[src/rtl/multicycle_control_unit_if.sv]
// -----------------------------------------------------------------------------
// multicycle_control_unit_if
//   Bundles the signals between the multicycle control unit and its datapath.
//
//   Instruction/status fields (datapath -> control unit):
//     Cond[3:0], ALUFlags[3:0] (N,Z,C,V), Op[1:0], Funct[5:0], Rd[3:0]
//   Control outputs (control unit -> datapath):
//     PCWrite, AdrSrc, MemWrite, IRWrite, RegWrite, ResultSrc[1:0],
//     ALUSrcA, ALUSrcB[1:0], ImmSrc[1:0], RegSrc[1:0], ALUControl[ALUC_W-1:0],
//     State[3:0] (debug), Undef
//
//   Modports:
//     master - the control unit (drives the enables and mux selects)
//     slave  - the datapath (drives the instruction fields and ALU flags)
//
//   There is no valid/ready handshake: every control output is a
//   level-sensitive per-cycle command, sampled by the datapath on the rising
//   clock edge that ends the cycle in which it is asserted.
// -----------------------------------------------------------------------------
interface multicycle_control_unit_if #(
    parameter int ALUC_W = 2
);
    logic [3:0]        Cond;
    logic [3:0]        ALUFlags;
    logic [1:0]        Op;
    logic [5:0]        Funct;
    logic [3:0]        Rd;

    logic              PCWrite;
    logic              AdrSrc;
    logic              MemWrite;
    logic              IRWrite;
    logic              RegWrite;
    logic [1:0]        ResultSrc;
    logic              ALUSrcA;
    logic [1:0]        ALUSrcB;
    logic [1:0]        ImmSrc;
    logic [1:0]        RegSrc;
    logic [ALUC_W-1:0] ALUControl;
    logic [3:0]        State;
    logic              Undef;

    modport master (
        input  Cond, ALUFlags, Op, Funct, Rd,
        output PCWrite, AdrSrc, MemWrite, IRWrite, RegWrite, ResultSrc,
               ALUSrcA, ALUSrcB, ImmSrc, RegSrc, ALUControl, State, Undef
    );

    modport slave (
        output Cond, ALUFlags, Op, Funct, Rd,
        input  PCWrite, AdrSrc, MemWrite, IRWrite, RegWrite, ResultSrc,
               ALUSrcA, ALUSrcB, ImmSrc, RegSrc, ALUControl, State, Undef
    );
endinterface

[src/rtl/multicycle_control_unit.sv]
// -----------------------------------------------------------------------------
// multicycle_control_unit
//   Control unit for a multicycle ARM-subset datapath. A single FSM sequences
//   FETCH / DECODE / execute / memory / writeback so that one ALU and one
//   memory are shared. The NZCV flag register and conditional-execution logic
//   live here.
//
//   Parameters:
//     ALUC_W     - ALUControl width. 2: ADD=00 SUB=01 AND=10 ORR=11.
//                  3: additionally EOR=100, MOV=101.
//     FETCH_WAIT - extra FETCH cycles for slow instruction memory (0..15).
//
//   Ports:
//     CLK   - clock, all state updates on the rising edge
//     RST_N - asynchronous active-low reset
//     bus   - multicycle_control_unit_if.master (instruction fields in,
//             enables / mux selects / debug State / Undef out)
//
//   Optional feature (macro CU_UNDEF_TRAP_EN):
//     defined   - Op=11 enters TRAP, which holds with all enables low and
//                 Undef=1 until reset.
//     undefined - Op=11 is a no-op that returns to FETCH; Undef is tied 0.
// -----------------------------------------------------------------------------
module multicycle_control_unit #(
    parameter int ALUC_W     = 2,
    parameter int FETCH_WAIT = 0
) (
    input  logic                     CLK,
    input  logic                     RST_N,
    multicycle_control_unit_if.master bus
);

    typedef enum logic [3:0] {
        S_FETCH    = 4'd0,
        S_DECODE   = 4'd1,
        S_MEMADR   = 4'd2,
        S_MEMREAD  = 4'd3,
        S_MEMWB    = 4'd4,
        S_MEMWRITE = 4'd5,
        S_EXECUTER = 4'd6,
        S_EXECUTEI = 4'd7,
        S_ALUWB    = 4'd8,
        S_BRANCH   = 4'd9,
        S_TRAP     = 4'd10
    } state_t;

    localparam logic [ALUC_W-1:0] ALU_ADD = ALUC_W'(0);
    localparam logic [ALUC_W-1:0] ALU_SUB = ALUC_W'(1);
    localparam logic [ALUC_W-1:0] ALU_AND = ALUC_W'(2);
    localparam logic [ALUC_W-1:0] ALU_ORR = ALUC_W'(3);
    // EOR/MOV only exist with a 3-bit control; otherwise those opcodes fall
    // back to ADD like any other unsupported command.
    localparam logic [ALUC_W-1:0] ALU_EOR = (ALUC_W >= 3) ? ALUC_W'(4) : ALUC_W'(0);
    localparam logic [ALUC_W-1:0] ALU_MOV = (ALUC_W >= 3) ? ALUC_W'(5) : ALUC_W'(0);

    localparam logic [3:0] WAIT_LAST = 4'(FETCH_WAIT);

    state_t            state;
    state_t            state_next;
    logic [3:0]        wait_cnt;
    logic [3:0]        wait_cnt_next;
    logic [3:0]        flags;

    logic [3:0]        cmd;
    logic              is_cmp;
    logic              is_arith;
    logic [ALUC_W-1:0] alu_dec;
    logic [1:0]        flag_dec;

    logic              fetch_load;
    logic              reg_w;
    logic              mem_w;
    logic              branch;
    logic [1:0]        flag_w;
    logic              adr_src;
    logic [1:0]        result_src;
    logic              alu_src_a;
    logic [1:0]        alu_src_b;
    logic [ALUC_W-1:0] alu_ctrl;
    logic              cond_ex;
`ifdef CU_UNDEF_TRAP_EN
    logic              undef;
`endif

    // ------------------------------------------------------------------
    // Instruction decode helpers
    // ------------------------------------------------------------------
    assign cmd      = bus.Funct[4:1];
    assign is_cmp   = (cmd == 4'b1010);
    assign is_arith = (cmd == 4'b0100) || (cmd == 4'b0010) || is_cmp;

    always_comb begin
        alu_dec = ALU_ADD;
        case (cmd)
            4'b0100:          alu_dec = ALU_ADD;
            4'b0010, 4'b1010: alu_dec = ALU_SUB;
            4'b0000:          alu_dec = ALU_AND;
            4'b1100:          alu_dec = ALU_ORR;
            4'b0001:          alu_dec = ALU_EOR;
            4'b1101:          alu_dec = ALU_MOV;
            default:          alu_dec = ALU_ADD;
        endcase
    end

    // CMP exists only to set flags, so it writes them regardless of the S bit.
    // C and V are meaningful only for the arithmetic commands.
    always_comb begin
        flag_dec    = 2'b00;
        flag_dec[1] = bus.Funct[0] | is_cmp;
        flag_dec[0] = (bus.Funct[0] | is_cmp) & is_arith;
    end

    // ------------------------------------------------------------------
    // Condition evaluation against the registered flags; flags written by an
    // instruction are only visible to later instructions.
    // ------------------------------------------------------------------
    always_comb begin
        logic n, z, c, v;
        {n, z, c, v} = flags;
        cond_ex = 1'b1;
        case (bus.Cond)
            4'b0000: cond_ex = z;
            4'b0001: cond_ex = ~z;
            4'b0010: cond_ex = c;
            4'b0011: cond_ex = ~c;
            4'b0100: cond_ex = n;
            4'b0101: cond_ex = ~n;
            4'b0110: cond_ex = v;
            4'b0111: cond_ex = ~v;
            4'b1000: cond_ex = c & ~z;
            4'b1001: cond_ex = ~c | z;
            4'b1010: cond_ex = (n == v);
            4'b1011: cond_ex = (n != v);
            4'b1100: cond_ex = ~z & (n == v);
            4'b1101: cond_ex = z | (n != v);
            default: cond_ex = 1'b1;
        endcase
    end

    // ------------------------------------------------------------------
    // State, fetch wait counter and flag register
    // ------------------------------------------------------------------
    always_ff @(posedge CLK or negedge RST_N) begin
        if (!RST_N) begin
            state    <= S_FETCH;
            wait_cnt <= 4'd0;
        end else begin
            state    <= state_next;
            wait_cnt <= wait_cnt_next;
        end
    end

    // Counts FETCH cycles already spent; cleared whenever FETCH is left so
    // every instruction gets the full FETCH_WAIT+1 cycles.
    always_comb begin
        wait_cnt_next = 4'd0;
        if (state == S_FETCH && !fetch_load) begin
            wait_cnt_next = wait_cnt + 4'd1;
        end
    end

    always_ff @(posedge CLK or negedge RST_N) begin
        if (!RST_N) begin
            flags <= 4'b0000;
        end else begin
            if (flag_w[1] && cond_ex) begin
                flags[3:2] <= bus.ALUFlags[3:2];
            end
            if (flag_w[0] && cond_ex) begin
                flags[1:0] <= bus.ALUFlags[1:0];
            end
        end
    end

    // ------------------------------------------------------------------
    // Next state and ungated per-state controls
    // ------------------------------------------------------------------
    always_comb begin
        state_next = state;
        fetch_load = 1'b0;
        reg_w      = 1'b0;
        mem_w      = 1'b0;
        branch     = 1'b0;
        flag_w     = 2'b00;
        adr_src    = 1'b0;
        result_src = 2'b10;
        alu_src_a  = 1'b1;
        alu_src_b  = 2'b10;
        alu_ctrl   = ALU_ADD;
`ifdef CU_UNDEF_TRAP_EN
        undef      = 1'b0;
`endif
        case (state)
            S_FETCH: begin
                if (wait_cnt == WAIT_LAST) begin
                    fetch_load = 1'b1;
                    state_next = S_DECODE;
                end
            end
            S_DECODE: begin
                case (bus.Op)
                    2'b01:   state_next = S_MEMADR;
                    2'b00:   state_next = bus.Funct[5] ? S_EXECUTEI : S_EXECUTER;
                    2'b10:   state_next = S_BRANCH;
`ifdef CU_UNDEF_TRAP_EN
                    default: state_next = S_TRAP;
`else
                    default: state_next = S_FETCH;
`endif
                endcase
            end
            S_MEMADR: begin
                alu_src_a  = 1'b0;
                alu_src_b  = 2'b01;
                state_next = bus.Funct[0] ? S_MEMREAD : S_MEMWRITE;
            end
            S_MEMREAD: begin
                adr_src    = 1'b1;
                state_next = S_MEMWB;
            end
            S_MEMWB: begin
                result_src = 2'b01;
                reg_w      = 1'b1;
                state_next = S_FETCH;
            end
            S_MEMWRITE: begin
                adr_src    = 1'b1;
                mem_w      = 1'b1;
                state_next = S_FETCH;
            end
            S_EXECUTER: begin
                alu_src_a  = 1'b0;
                alu_src_b  = 2'b00;
                alu_ctrl   = alu_dec;
                flag_w     = flag_dec;
                state_next = S_ALUWB;
            end
            S_EXECUTEI: begin
                alu_src_a  = 1'b0;
                alu_src_b  = 2'b01;
                alu_ctrl   = alu_dec;
                flag_w     = flag_dec;
                state_next = S_ALUWB;
            end
            S_ALUWB: begin
                result_src = 2'b00;
                reg_w      = ~is_cmp;
                state_next = S_FETCH;
            end
            S_BRANCH: begin
                alu_src_a  = 1'b0;
                alu_src_b  = 2'b01;
                branch     = 1'b1;
                state_next = S_FETCH;
            end
            S_TRAP: begin
`ifdef CU_UNDEF_TRAP_EN
                undef      = 1'b1;
                state_next = S_TRAP;
`else
                state_next = S_FETCH;
`endif
            end
            default: state_next = S_FETCH;
        endcase
    end

    // ------------------------------------------------------------------
    // Outputs. Enables are qualified by RST_N so that nothing is written while
    // reset is held, even with FETCH_WAIT=0 where FETCH would otherwise load.
    // ------------------------------------------------------------------
    assign bus.IRWrite    = RST_N & fetch_load;
    assign bus.RegWrite   = RST_N & reg_w & cond_ex;
    assign bus.MemWrite   = RST_N & mem_w & cond_ex;
    assign bus.PCWrite    = RST_N & (fetch_load
                                     | (branch & cond_ex)
                                     | (reg_w & cond_ex & (bus.Rd == 4'hF)));
    assign bus.AdrSrc     = adr_src;
    assign bus.ResultSrc  = result_src;
    assign bus.ALUSrcA    = alu_src_a;
    assign bus.ALUSrcB    = alu_src_b;
    assign bus.ALUControl = alu_ctrl;
    assign bus.ImmSrc     = bus.Op;
    assign bus.RegSrc     = {(bus.Op == 2'b01), (bus.Op == 2'b10)};
    assign bus.State      = state;
`ifdef CU_UNDEF_TRAP_EN
    assign bus.Undef      = RST_N & undef;
`else
    assign bus.Undef      = 1'b0;
`endif

endmodule
[src/flat_wrapper.sv]
// flat-port wrapper written by rule: the top's interface ports become plain ports
module multicycle_control_unit_flat 
#(
    parameter int ALUC_W     = 2,
    parameter int FETCH_WAIT = 0
)
  (CLK, RST_N, bus_Cond, bus_ALUFlags, bus_Op, bus_Funct, bus_Rd, bus_PCWrite, bus_AdrSrc, bus_MemWrite, bus_IRWrite, bus_RegWrite, bus_ResultSrc, bus_ALUSrcA, bus_ALUSrcB, bus_ImmSrc, bus_RegSrc, bus_ALUControl, bus_State, bus_Undef);
  multicycle_control_unit_if #(.ALUC_W(ALUC_W)) bus_i ();
  input  logic CLK;
  input  logic RST_N;
  input wire logic [$bits(bus_i.Cond)-1:0] bus_Cond;
  input wire logic [$bits(bus_i.ALUFlags)-1:0] bus_ALUFlags;
  input wire logic [$bits(bus_i.Op)-1:0] bus_Op;
  input wire logic [$bits(bus_i.Funct)-1:0] bus_Funct;
  input wire logic [$bits(bus_i.Rd)-1:0] bus_Rd;
  output wire logic [$bits(bus_i.PCWrite)-1:0] bus_PCWrite;
  output wire logic [$bits(bus_i.AdrSrc)-1:0] bus_AdrSrc;
  output wire logic [$bits(bus_i.MemWrite)-1:0] bus_MemWrite;
  output wire logic [$bits(bus_i.IRWrite)-1:0] bus_IRWrite;
  output wire logic [$bits(bus_i.RegWrite)-1:0] bus_RegWrite;
  output wire logic [$bits(bus_i.ResultSrc)-1:0] bus_ResultSrc;
  output wire logic [$bits(bus_i.ALUSrcA)-1:0] bus_ALUSrcA;
  output wire logic [$bits(bus_i.ALUSrcB)-1:0] bus_ALUSrcB;
  output wire logic [$bits(bus_i.ImmSrc)-1:0] bus_ImmSrc;
  output wire logic [$bits(bus_i.RegSrc)-1:0] bus_RegSrc;
  output wire logic [$bits(bus_i.ALUControl)-1:0] bus_ALUControl;
  output wire logic [$bits(bus_i.State)-1:0] bus_State;
  output wire logic [$bits(bus_i.Undef)-1:0] bus_Undef;
  assign bus_i.Cond = bus_Cond;
  assign bus_i.ALUFlags = bus_ALUFlags;
  assign bus_i.Op = bus_Op;
  assign bus_i.Funct = bus_Funct;
  assign bus_i.Rd = bus_Rd;
  assign bus_PCWrite = bus_i.PCWrite;
  assign bus_AdrSrc = bus_i.AdrSrc;
  assign bus_MemWrite = bus_i.MemWrite;
  assign bus_IRWrite = bus_i.IRWrite;
  assign bus_RegWrite = bus_i.RegWrite;
  assign bus_ResultSrc = bus_i.ResultSrc;
  assign bus_ALUSrcA = bus_i.ALUSrcA;
  assign bus_ALUSrcB = bus_i.ALUSrcB;
  assign bus_ImmSrc = bus_i.ImmSrc;
  assign bus_RegSrc = bus_i.RegSrc;
  assign bus_ALUControl = bus_i.ALUControl;
  assign bus_State = bus_i.State;
  assign bus_Undef = bus_i.Undef;
  multicycle_control_unit #(.ALUC_W(ALUC_W), .FETCH_WAIT(FETCH_WAIT)) u_core (.CLK(CLK), .RST_N(RST_N), .bus(bus_i));
endmodule
[config.mk]
export PLATFORM = sky130hd
export DESIGN_NAME = multicycle_control_unit_flat
export DESIGN_NICKNAME = d
export VERILOG_FILES = /design/src/rtl/multicycle_control_unit_if.sv /design/src/rtl/multicycle_control_unit.sv /design/src/flat_wrapper.sv
export SDC_FILE = /design/constraint.sdc
export NUM_CORES = 1
export LEC_CHECK = 0
export ABC_AREA = 1
export BUFFER_PORTS_ARGS = -buffer_cell sky130_fd_sc_hd__buf_2
export CAP_MARGIN = 10
export CORE_MARGIN = 2
export CORE_UTILIZATION = 49
export CTS_BUF_LIST = sky130_fd_sc_hd__clkbuf_2 sky130_fd_sc_hd__clkbuf_4 sky130_fd_sc_hd__clkbuf_8
export DETAILED_ROUTE_END_ITERATION = 10
export PLACE_DENSITY = 0.89
export SLEW_MARGIN = 20
export SYNTH_ARGS = -nofsm -noshare
export SYNTH_HDL_FRONTEND = slang
export SYNTH_SLANG_ARGS = --single-unit
[constraint.sdc]
create_clock -name CLK -period 1.55 [get_ports CLK]
set_input_delay 0.2325 -clock CLK [delete_from_list [all_inputs] [get_ports CLK]]
set_output_delay 0.2325 -clock CLK [all_outputs]
set_load 0.005 [all_outputs]
==> results of run 1 <==
-- worst min-delay path by stage --
stage | startpoint | end | slack, ps | cells after the start
after floorplan | RST_N | u_core.bus.State[0]$_DFFE_PN0P_ | -60 | 0
after global placement | RST_N | u_core.bus.State[0]$_DFFE_PN0P_ | 80 | 1
after detailed placement | RST_N | u_core.bus.State[0]$_DFFE_PN0P_ | 80 | 1
after CTS | bus_ALUFlags[3] | u_core.flags[3]$_DFFE_PN0P_ | 210 | 3
after global routing | bus_ALUFlags[2] | u_core.flags[2]$_DFFE_PN0P_ | 210 | 3
final | bus_ALUFlags[1] | u_core.flags[1]$_DFFE_PN0P_ | 200 | 3
-- power groups by stage --
stage                     Clock [mW]  Combinational, mW  Sequential [mW]
after CTS                      0.248               1.05            0.473
after detailed placement           0              0.842            0.470
after global placement             0              0.841            0.468
after floorplan                    0              0.504            0.463
after global routing           0.277               1.42            0.490
final                          0.261               1.32            0.484
-- synth_stat cells --
cell,number
a31oi_1,2
ha_1,2
nand2_2,3
clkinv_1,1
inv_1,21
a211oi_1,1
o211ai_1,1
nand3_2,1
inv_4,1
or2_1,1
nor2_1,28
nand3_1,17
nor2_4,1
dfrtp_1,12
nor3_2,1
a21oi_1,6
buf_4,3
o311ai_1,1
o21ai_0,1
conb_1,1
nand2_4,1
xnor2_1,1
nor4_1,1
nand2_1,43
inv_2,9
a22o_1,1
nor2_2,3
o21ai_1,1
o21a_1,1
nor3_1,3
-- worst reg2reg max path, stage by stage (launching register included) --
cell,delay [ps]
dfrtp_2,450
buf_6,130
nor2_4,130
inv_4,70
nor2_2,170
buf_4,140
inv_2,40
nor2_4,120
o21ai_1,100
a21oi_1,130
-- registers in the layout, indices dropped and copies added, names as in the netlist --
signal,count
u_core.flags,4
u_core.wait_cnt,4
u_core.bus.State,4
-- stage by stage --
stage,util [%],power (mW)
5_1_grt,78.7,2.18
3_5_place_dp,65.4,1.31
6_report,78.7,2.06
4_1_cts,73.8,1.77
3_3_place_gp,65.4,1.31
2_1_floorplan,-,0.967
-- layout by cell type (no fill, tap or decap), drive strengths merged, types with 2 or more instances in the layout --
cell type,n
ha,2
a31oi,2
dfrtp,12
nor2,32
clkbuf,4
nand3,18
inv,31
nor3,4
nand2,47
o21ai,2
dlygate4sd3,2
a21oi,6
buf,59
-- final cells by class --
cell class	instances	area, um^2
clock buffers	4	36.3
repair buffers	61	379
multi-input cells	122	682
fillers	145	423
inverters	32	125
well taps	27	33.8
flip-flops and latches	12	303
-- routing by layer --
metal | global-route usage [%] | share of wire, % | vias up
met5 | 0 | 0 | -
met4 | 11.6 | 4.1 | 0
met3 | 3.64 | 4.6 | 15
met2 | 46.0 | 50 | 58
met1 | 29.1 | 41 | 599
li1 | - | - | 650
-- logic make-up (layout without fill, tap and decap cells) --
family | count (synthesis) | count (layout) | synth area share [%]
simple gates | 103 | 103 | 44.4
fa+ha+maj | 2 | 2 | 2.42
xor+xnor | 1 | 1 | 0.847
flops | 12 | 12 | 29.0
other cells | 1 | 1 | 0.362
compound gates | 15 | 15 | 8.95
buf+inv | 35 | 97 | 14.0
-- timing repair --
item / 4_1_cts / 5_1_grt
buffers inserted: 7 / 5
endpoints found under the setup margin: 9 / 12
pin swaps: 9 / 4
hold buffers: 2 / 0
endpoints found under the hold margin: 4 / 0
gates resized for setup: 16 / 18
==> impl_metrics.csv, run 1 <==
group,metric,value,unit
clocking,clk_latency,280,ps
critical_path,rr_startpoint,"u_core.bus.State[2]$_DFFE_PN0P_",
critical_path,path_buf_inv,3,
critical_path,r2r_end,"u_core.wait_cnt[3]$_DFF_PN0_",
final_layout,design_area,1560,um^2
synth,avgSynthCellArea,6.12,um^2
timing,hold_slack,195,ps
final_layout,antennaDiodeCount,0,
global_route,track_usage,25.4,%
critical_path,crit_path_top_delay_cell,"dfrtp_2",
critical_path,cp_max_fo,5,
global_route,grt_pass1_vias,1157,
timing,setup_violations,12,
clocking,cts_sinks,12,
critical_path,endpoint_kind,"output port",
critical_path,crit_path_start_kind,"register",
clocking,path_clk_slew,80,ps
timing,maxSlewViolCount,0,
timing,fin_skew,3.75,ps
pwr,p_clk_share,12.6,%
timing,hold_viol,0,
route,post_drt_via_cell_ratio,5.12,
place,place_area,1300,um^2
pwr,pwr-share-seq,23.5,%
timing,rsz0062_at_grt,"true",
route,postRouteAntennaNets,0,
die,die_w,50.0,um
synth,synth_area_leaders,"dfrtp_1 (29%), nand2_1 (16%), nor2_1 (10%)",
synth,synth.largest_area_cell,"dfrtp_1",
synth,syn_inst,169,
timing,setup_ws,-306,ps
place,place_ws,46.0,ps
die,ioPinCount,43,
run_status,violations,"setup timing",
pwr,power_density,1320,nW/um^2
clocking,cts_tree,"done",
final_layout,finalNonFillerCells,258,
critical_path,path_cells,"buf_4 -> nand2_4 -> nor2_4 -> buf_6 -> nor3_1 -> buf_2",
place,gp_congestion,0.871,
die,dieHeight,50.0,um
final_layout,finalNetCount,256,
die,design.core.area,1980,um^2
place,dpl.cell_count,240,
place,place_hpwl,2010,um
timing,finalSetupTns,-1650,ps
die,initial_core_util,52.2,%
job,cap_violations,0,
clocking,cts-root-buf,"clkbuf_4",
timing,fin_crit,1860,ps
place,port_buffers,41,
route,drt_pre_antenna_iters,4,
route,drtIter0Drc,33,
pwr,p_leak,0.860,nW
synth,synth_area,1030,um^2
clocking,clock_path_buffers,2,
critical_path,reg2reg_slack,0,ps
final_layout,layout-drive-gt1-share,45.5,%
critical_path,cp_data_required_time,1320,ps
synth,syn_nets,193,
critical_path,crit_start,"u_core.bus.State[2]$_DFFE_PN0P_",
critical_path,crit_end,"bus_ALUSrcA",
synth,synth_seq_area_share,29.0,%
critical_path,r2r_cells,9,
pwr,switching_share,46.1,%
synth,yosysWarnings,0,
pwr,power_switching,0.952,mW
route,dr_total_vias,1322,
critical_path,cp.depth,6,
pwr,internal-power,1.11,mW
route,drcViolationCount,0,
die,die-area,2500,um^2
critical_path,max_stage_delay,450,ps
timing,period_share,120,%
timing,fmax,539,MHz
route,drt-total-wl,3440,um
die,row_count,16,
global_route,grt_start_max_net_pins,9,
worst_hold_path,hold_path.class,"input pin to register",
critical_path,crit_family,"flip-flops",
global_route,antenna_found_initial,0,
clocking,cts_made_buffers,3,
route,wl_per_cell,13.3,um
critical_path,critPathKind,"register to output port",
clocking,htree_levels,1,
global_route,grt_pass1_wl,4800,um
critical_path,cp.arrival,1620,ps
pwr,peakVddDrop,0.00124,V
synth,synth_top_area_share,29.0,%
pwr,p_comb_share,63.9,%
synth,synthDistinctLibCells,30,
global_route,overflow,0,
synth,ys_ff_latch,12,
run_status,status,"complete, but fails checks",
final_layout,area_growth,50.7,%
(Power assumes the default switching activity.)
==> run 2, diff against run 1 <==
Settings changed: CAP_MARGIN 10 to 30, SKIP_CTS_REPAIR_TIMING set to 1.
Clock period 1.55 ns to 1.9 ns, I/O delays scaled along.
==> run 2 against run 1 <==
  * The flow now finishes without violations
  * First-iteration DRC count fell by 18%
  * Non-clock buffer count fell by 17
  * Via count fell by 11%
  * Sequential power decreased by 19%
  * Register-to-register slack improved by 500 ps
  * Cell area is 14% lower
  * Critical path depth up 5
  * Global-route usage shrank 5.5 points
  * Count of clock-buffer cells in the layout fell by 1
  * Power is 41% lower
  * Cell count fell by 7.0%
  * Critical endpoint is now bus_PCWrite
  * Largest cell class unchanged
  * Highest routed layer unchanged
==> impl_metrics.csv, run 2 (same netlist as run 1, synthesis figures left out) <==
group,metric,value,unit
final_layout,area_growth,28.9,%
run_status,status,"finished clean",
worst_hold_path,holdPathEnd,"u_core.flags[3]$_DFFE_PN0P_",
job,cap_violations,0,
critical_path,path_cells,"inv_1 -> nand2_1 -> nand2_1 -> nand2_1 -> nand2_1 -> nor2_2 -> nor2_2 -> nand2_4 -> nand3_1 -> nand3_1 -> buf_2",
pwr,power_density,919,nW/um^2
pwr,peakVddDrop,0.000725,V
global_route,track_usage,19.9,%
critical_path,cp_max_fo,8,
clocking,clock_path_buffers,2,
clocking,htree_levels,1,
route,postRouteAntennaNets,0,
route,post_drt_via_cell_ratio,4.88,
critical_path,cp.arrival,1570,ps
critical_path,crit_path_frequent_cell,"nand2_1",
route,wl_per_cell,10.1,um
clocking,path_clk_slew,70,ps
worst_hold_path,whs_path_depth,3,
final_layout,finalNonFillerCells,240,
global_route,grt_start_max_net_pins,17,
final_layout,layout-drive-gt1-share,35.2,%
critical_path,max_stage_delay,430,ps
critical_path,crit_path_top_delay_cell,"dfrtp_1",
final_layout,layout_commonest_cell,"buf_2",
die,design.core.area,1980,um^2
final_layout,antennaDiodeCount,0,
global_route,grt_pass1_wl,3910,um
timing,fin_crit,1850,ps
die,ioPinCount,43,
pwr,p_leak,0.754,nW
critical_path,r2r_cells,11,
timing,max-slew-margin-rel,65.6,%
die,die_w,50.0,um
place,place_hpwl,1920,um
final_layout,n_fill_cell,187,
timing,hold_slack,260,ps
clocking,cts_made_buffers,3,
route,drt-total-wl,2440,um
final_layout,finalNetCount,239,
place,port_buffers,41,
final_layout,final_cell_mix,"buf_2 (41), nand2_1 (40), nor2_1 (27), inv_1 (21), nand3_1 (16)",
timing,worst-slew-pin-transition,515,ps
critical_path,cp_data_required_time,1620,ps
critical_path,rr_startpoint,"u_core.flags[2]$_DFFE_PN0P_",
clocking,cts-root-buf,"clkbuf_4",
global_route,antenna_found_initial,0,
timing,fmax,540,MHz
critical_path,r2r_end,"u_core.flags[2]$_DFFE_PN0P_",
worst_hold_path,hold_path.class,"input pin to register",
timing,rsz0062_at_grt,"true",
critical_path,endpoint_kind,"output port",
route,drcViolationCount,0,
critical_path,crit_path_start_kind,"register",
worst_hold_path,hp-start,"bus_ALUFlags[3]",
route,drtIter0Drc,27,
clocking,cts_sinks,12,
die,row_count,16,
die,die-area,2500,um^2
timing,fin_skew,1.78,ps
global_route,grt_pass1_vias,1023,
route,drt_pre_antenna_iters,4,
pwr,p_total,1.23,mW
clocking,cts_tree,"done",
critical_path,reg2reg_slack,500,ps
route,dr_total_vias,1171,
timing,setup_violations,0,
global_route,overflow,0,
die,initial_core_util,52.2,%
place,gp_congestion,0.873,
clocking,clk_latency,270,ps
die,dieHeight,50.0,um
timing,hold_viol,0,
timing,maxSlewViolCount,0,
place,dpl.cell_count,234,
timing,period_share,97.4,%
critical_path,critPathKind,"register to output port",
-- run 2: changes by cell type in the layout (fill, tap and decap cells not counted), sizes merged --
cell / delta
clkbuf: -1
buf: -16
dlygate4sd3: -1
-- run 2: worst max-delay path by stage --
| stage | slack [ps] | start | to |
|---|---|---|---|
| floorplan | 520 | u_core.bus.State[2]$_DFFE_PN0P_ | bus_PCWrite |
| global placement | 300 | bus_Cond[1] | bus_PCWrite |
| detailed placement | 280 | bus_Cond[1] | bus_PCWrite |
| CTS | 40 | u_core.flags[2]$_DFFE_PN0P_ | bus_PCWrite |
| global route | -70 | u_core.flags[3]$_DFFE_PN0P_ | bus_PCWrite |
| finish | 50 | u_core.flags[2]$_DFFE_PN0P_ | bus_PCWrite |
-- run 2: through the flow --
| stage | cell area, um^2 | worst slack [ps] | setup TNS, ps | utilization [%] |
|---|---|---|---|---|
| after CTS | 1270 | 43.0 | 0 | 64.3 |
| final | 1330 | 48.5 | 0 | 67.3 |
| after detailed placement | 1250 | 285 | 0 | 63.1 |
| after global placement | 1250 | 301 | 0 | 63.1 |
| after floorplan | 1030 | 516 | 0 | - |
| after global routing | 1330 | -73.6 | -128 | 67.3 |
-- run 2: cell type report --
type	count	area [um^2]	share of cell area, %
multi-input cells	122	624	46.8
well taps	27	33.8	2.53
clock buffers	3	22.5	1.69
repair buffers	44	230	17.3
flip-flops and latches	12	300	22.5
inverters	32	123	9.19
-- run 2: routing by layer --
layer	routed length (um)	part of all wire, %	track usage [%]	vias to the layer above
met5	0	0	0	-
met4	15	0.62	6.94	0
met3	137	5.6	2.73	2
met2	1230	51	34.2	39
met1	1050	43	25.3	513
li1	-	-	-	617
-- run 2: report_power, final --
group / switching [mW] / leakage (nW) / total, mW / internal (mW)
sequential: 0.0760 / 0.161 / 0.390 / 0.314
clock: 0.0751 / 0.0138 / 0.148 / 0.0733
combinational: 0.406 / 0.579 / 0.687 / 0.281
-- run 2: worst max-delay path: cells and delay by family (launching register included) --
family        cells  cell delay (ps)
simple gates      9              670
flops             1              430
buf+inv           2              200
